**src/rtl/btn_event.sv**
```systemverilog
// Button event decoder: turns a debounced button level into press, release,
// long-press and auto-repeat pulses plus a held level and a press counter.
module btn_event #(
  parameter int unsigned LONG_TICKS   = 1000,
  parameter int unsigned REPEAT_TICKS = 200
) (
  input  logic       msclk,
  input  logic       rst_n,
  input  logic       cleanbtn,
  output logic       press,
  output logic       release_pulse,
  output logic       long_press,
  output logic       repeat_pulse,
  output logic       held,
  output logic [7:0] press_count
);

  typedef enum logic [1:0] {IDLE, PRESSED, LONG} state_t;

  localparam logic [15:0] LONG_LAST   = 16'(LONG_TICKS - 1);
  localparam logic [15:0] REPEAT_LAST = 16'(REPEAT_TICKS - 1);

  state_t      state_q, state_d;
  logic [15:0] cnt_q, cnt_d;
  logic        btn_q, btn_d;
  logic        press_q, press_d;
  logic        release_q, release_d;
  logic        long_q, long_d;
  logic        repeat_q, repeat_d;
  logic        held_q, held_d;
  logic [7:0]  count_q, count_d;

  always_comb begin
    state_d   = state_q;
    cnt_d     = cnt_q;
    btn_d     = cleanbtn;
    press_d   = 1'b0;
    release_d = 1'b0;
    long_d    = 1'b0;
    repeat_d  = 1'b0;
    count_d   = count_q;

    case (state_q)
      IDLE: begin
        // Rising edge only: a level held since before reset never counts.
        if (cleanbtn && !btn_q) begin
          state_d = PRESSED;
          cnt_d   = 16'd0;
          press_d = 1'b1;
          count_d = count_q + 8'd1;
        end
      end
      PRESSED: begin
        if (!cleanbtn) begin
          state_d   = IDLE;
          cnt_d     = 16'd0;
          release_d = 1'b1;
        end else if (cnt_q == LONG_LAST) begin
          state_d = LONG;
          cnt_d   = 16'd0;
          long_d  = 1'b1;
        end else begin
          cnt_d = cnt_q + 16'd1;
        end
      end
      LONG: begin
        if (!cleanbtn) begin
          state_d   = IDLE;
          cnt_d     = 16'd0;
          release_d = 1'b1;
        end else if (cnt_q == REPEAT_LAST) begin
          cnt_d    = 16'd0;
          repeat_d = 1'b1;
        end else begin
          cnt_d = cnt_q + 16'd1;
        end
      end
      default: begin
        state_d = IDLE;
        cnt_d   = 16'd0;
      end
    endcase

    held_d = (state_d != IDLE);
  end

  always_ff @(posedge msclk) begin
    if (!rst_n) begin
      state_q   <= IDLE;
      cnt_q     <= 16'd0;
      btn_q     <= 1'b1;
      press_q   <= 1'b0;
      release_q <= 1'b0;
      long_q    <= 1'b0;
      repeat_q  <= 1'b0;
      held_q    <= 1'b0;
      count_q   <= 8'd0;
    end else begin
      state_q   <= state_d;
      cnt_q     <= cnt_d;
      btn_q     <= btn_d;
      press_q   <= press_d;
      release_q <= release_d;
      long_q    <= long_d;
      repeat_q  <= repeat_d;
      held_q    <= held_d;
      count_q   <= count_d;
    end
  end

  assign press         = press_q;
  assign release_pulse = release_q;
  assign long_press    = long_q;
  assign repeat_pulse  = repeat_q;
  assign held          = held_q;
  assign press_count   = count_q;

endmodule

```
**config.mk**
```make
export PLATFORM = sky130hd
export DESIGN_NAME = btn_event
export DESIGN_NICKNAME = d
export VERILOG_FILES = /design/src/rtl/btn_event.sv
export SDC_FILE = /design/constraint.sdc
export NUM_CORES = 1
export LEC_CHECK = 0
export BUFFER_PORTS_ARGS = -buffer_cell sky130_fd_sc_hd__buf_2
export CAP_MARGIN = 5
export CORE_ASPECT_RATIO = 0.75
export CORE_MARGIN = 2
export CORE_UTILIZATION = 30
export CTS_BUF_LIST = sky130_fd_sc_hd__clkbuf_2 sky130_fd_sc_hd__clkbuf_4 sky130_fd_sc_hd__clkbuf_8
export DETAILED_ROUTE_END_ITERATION = 8
export GPL_ROUTABILITY_DRIVEN = 1
export HOLD_SLACK_MARGIN = 0.1
export PLACE_DENSITY_LB_ADDON = 0.05
export SETUP_SLACK_MARGIN = 0.02
export SYNTH_ARGS = -nofsm -noshare
export SYNTH_HDL_FRONTEND = slang
export SYNTH_SLANG_ARGS = --single-unit
```
**constraint.sdc**
```tcl
create_clock -name msclk -period 2.3 [get_ports msclk]
set_input_delay 0.575 -clock msclk [delete_from_list [all_inputs] [get_ports msclk]]
set_output_delay 0.575 -clock msclk [all_outputs]
set_load 0.02 [all_outputs]
```
==> reports/results.tsv <==
stage	metric	value	unit
clock_network	worst-skew pair later-pin latency	0.28	ns
timing	RSZ-0062 raised after global routing	no	
logic_synthesis	post-synthesis async set-or-reset flop share	0	%
floorplanning	die width	89.9	microns
clock_network	H-tree Lvls	2	
detailed_routing	per-cell routed wire length	13.6	microns
place	Post-DP HPWL	3.01	mm
floorplanning	die area	6150	sq um
finish	share of layout cells above drive strength 1	17.5	%
global_route	total track usage	14.6	%
global_route	Overflow after GRT	0	
timing	Fin. Hold Viols	0	
worst_setup_path	Critical Path AT	2.34	ns
floorplanning	IO Count	16	
logic_synthesis	Distinct cells, synth	40	
logic_synthesis	Cell Area, Synth	1660	sq um
finish	Synth-to-Final Area Change	17.3	%
logic_synthesis	Mapped Nets	213	
worst_setup_path	Setup crit end kind	flip-flop	
run	max cap viols	0	
global_route	met3 Use GR	3.85	%
timing	setup violators final	0	
detailed_routing	# DRC	0	
timing	Fmax	472	MHz
finish	n_diodes	0	
detailed_routing	vias	1468	
logic_synthesis	syn avg cell area	8.13	sq um
detailed_routing	ANT nets after route	0	
global_route	antenna violations before repair	0	
detailed_routing	drt first pass iters	4	
clock_network	deepest clock path buffer count	2	
place	IO Port Bufs	15	
global_route	vias in the first global route	1404	
clock_network	Worst-path clk slew	0.07	ns
timing	minimum clock period	2.12	ns
timing	clk_skew	0.00385	ns
floorplanning	Site Rows	23	
power	Static Leakage	0.000759	uW
clock_network	Sink Count	32	
global_route	met1 Usage GRT	20.4	%
worst_setup_path	CP Launch Type	flip-flop	
timing	max-slew violation count	0	
worst_setup_path	Crit Path Category	reg2reg	
global_route	global-route wire length before repair	6.94	mm
finish	most frequent cells in the layout	dfxtp_1, nand2_1, nand3_1, buf_2, o21ai_0	
logic_synthesis	number of synthesized flops with an enable pin	0	
global_route	largest net degree at the start of global routing	21	
logic_synthesis	Post-Syn Instances	204	
logic_synthesis	synth warn	0	
global_route	grt peak-use layer	met2	
clock_network	CTS tree	done	
detailed_routing	Vias/cell	4.93	
worst_setup_path	Crit path required time	2.52	ns
timing	measured slew at the worst slew-check pin	0.585	ns
power	pwr/cell area	567	nW/um^2
place	Placer Congestion	0.758	
place	Placed Area	1840	sq um
detailed_routing	1st-iter DRT viols	113	
floorplanning	Die Ht	68.4	microns
logic_synthesis	ys flop type	dfxtp_1	
clock_network	root buf cell	clkbuf_8	
global_route	met2 Use GR	21.5	%
logic_synthesis	sequential share of the synthesized area	38.6	%
clock_network	TritonCTS Buffers	5	
floorplanning	Starting Density	31.0	%
finish	commonest non-fill, non-tap cell in the layout	dfxtp_1	
worst_setup_path	worst-path fanout max	6	
finish	Final #Nets	232	
run_status	status	finished, final reports clean	
detailed_routing	total wire length	4.06	mm
worst_hold_path	worst hold-check path type	reg2reg	
timing	Slew headroom	60.6	%
timing	Total Neg Setup Slack	0	ns
logic_synthesis	Seq cells post-synth	32	
timing	period utilization	92.1	%
floorplanning	core area	5350	sq um
finish	fin area	1950	sq um
power	worst vdd ir	0.211	mV
[Yosys cell counts (2+ instances only)]
master | instances | area share, %
nand2b_1 | 2 | 0.75
nor4_1 | 3 | 1.1
nor2b_1 | 5 | 1.9
and4_1 | 4 | 2.1
nand2_1 | 27 | 6.1
ha_1 | 6 | 4.5
inv_1 | 8 | 1.8
or4_1 | 2 | 0.90
a21boi_0 | 3 | 1.4
clkbuf_1 | 9 | 2.0
nand4_1 | 7 | 2.6
mux2i_1 | 4 | 2.4
dfxtp_1 | 32 | 39
and3_1 | 4 | 1.5
nor3_1 | 4 | 1.2
a21oi_1 | 7 | 2.1
nand3_1 | 16 | 4.8
xnor2_1 | 5 | 2.6
buf_2 | 2 | 0.60
o22ai_1 | 2 | 0.75
and2_1 | 10 | 3.8
a31oi_1 | 8 | 3.0
o21ai_0 | 11 | 3.3
nor2_1 | 6 | 1.4
xor2_1 | 2 | 1.1
[worst max-delay path: stages (launching register included)]
cell and delay, ns:
dfxtp_2 0.37, ha_2 0.22, nand3_2 0.14, or4_4 0.58, or4_1 0.49, a21bo_1 0.22, o21ai_2 0.05
[timing repair]
action                     in CTS  in global routing
hold buffers                    0                  0
setup endpoints to repair       0                  1
gates resized for setup         0                  3
buffers inserted                0                  0
[logic make-up after synthesis]
family          Yosys count  share of synthesized area, %
fa+ha+maj                 6                          4.52
flops                    32                          38.6
mux                       4                          2.41
simple gates             98                          32.4
buf+inv                  20                          4.68
xor+xnor                  7                          3.70
compound gates           37                          13.7
[per-layer routing]
metal	vias to the layer above	share of wire (%)
li1	763	-
met1	681	55
met2	19	41
met3	5	3.3
met4	0	1.2
met5	-	0
[worst paths after layout]
check | from | end | slack [ns] | depth (start not counted)
worst max-delay path | cnt_q[0] | cnt_q[14] | 0.18 | 6
worst min-delay path | cnt_q[1] | cnt_q[1] | 0.49 | 2
worst max register to register | cnt_q[0] | cnt_q[14] | 0.18 | 6
worst min register to register | cnt_q[1] | cnt_q[1] | 0.49 | 2
[where the power goes]
group | switching (uW) | internal, uW | total (uW)
Combinational | 44.2 | 21.7 | 65.9
Sequential | 4.17 | 559 | 563
Clock | 208 | 267 | 474
Total | 256 | 847 | 1100
[sequential cells by signal, summed over array words and instances (netlist names)]
| signal | count |
|---|---|
| press | 1 |
| held | 1 |
| cnt_q | 16 |
| press_count | 8 |
| release_pulse | 1 |
| repeat_pulse | 1 |
| long_press | 1 |
| state_q | 2 |
| btn_q | 1 |
[stage by stage]
step	hold WS [ns]	power [uW]	std cells	util [%]	setup WS [ns]
finish	0.490	1100	298	36.3	0.181
global route	0.548	1150	298	36.3	0.0802
CTS	0.508	1120	298	36.3	0.109
detailed placement	0.493	642	291	34.5	0.126
global placement	0.480	640	291	34.5	0.191
floorplan	0.452	618	204	-	0.266
[cell type report]
type | count | area (sq um)
Fill cell | 596 | 3410
Multi-Input combinational cell | 152 | 943
Sequential cell | 32 | 643
Timing Repair Buffer | 23 | 135
Clock buffer | 7 | 96.3
Tap cell | 75 | 93.8
Inverter | 9 | 33.8
Power figures use the tool's default switching activity.
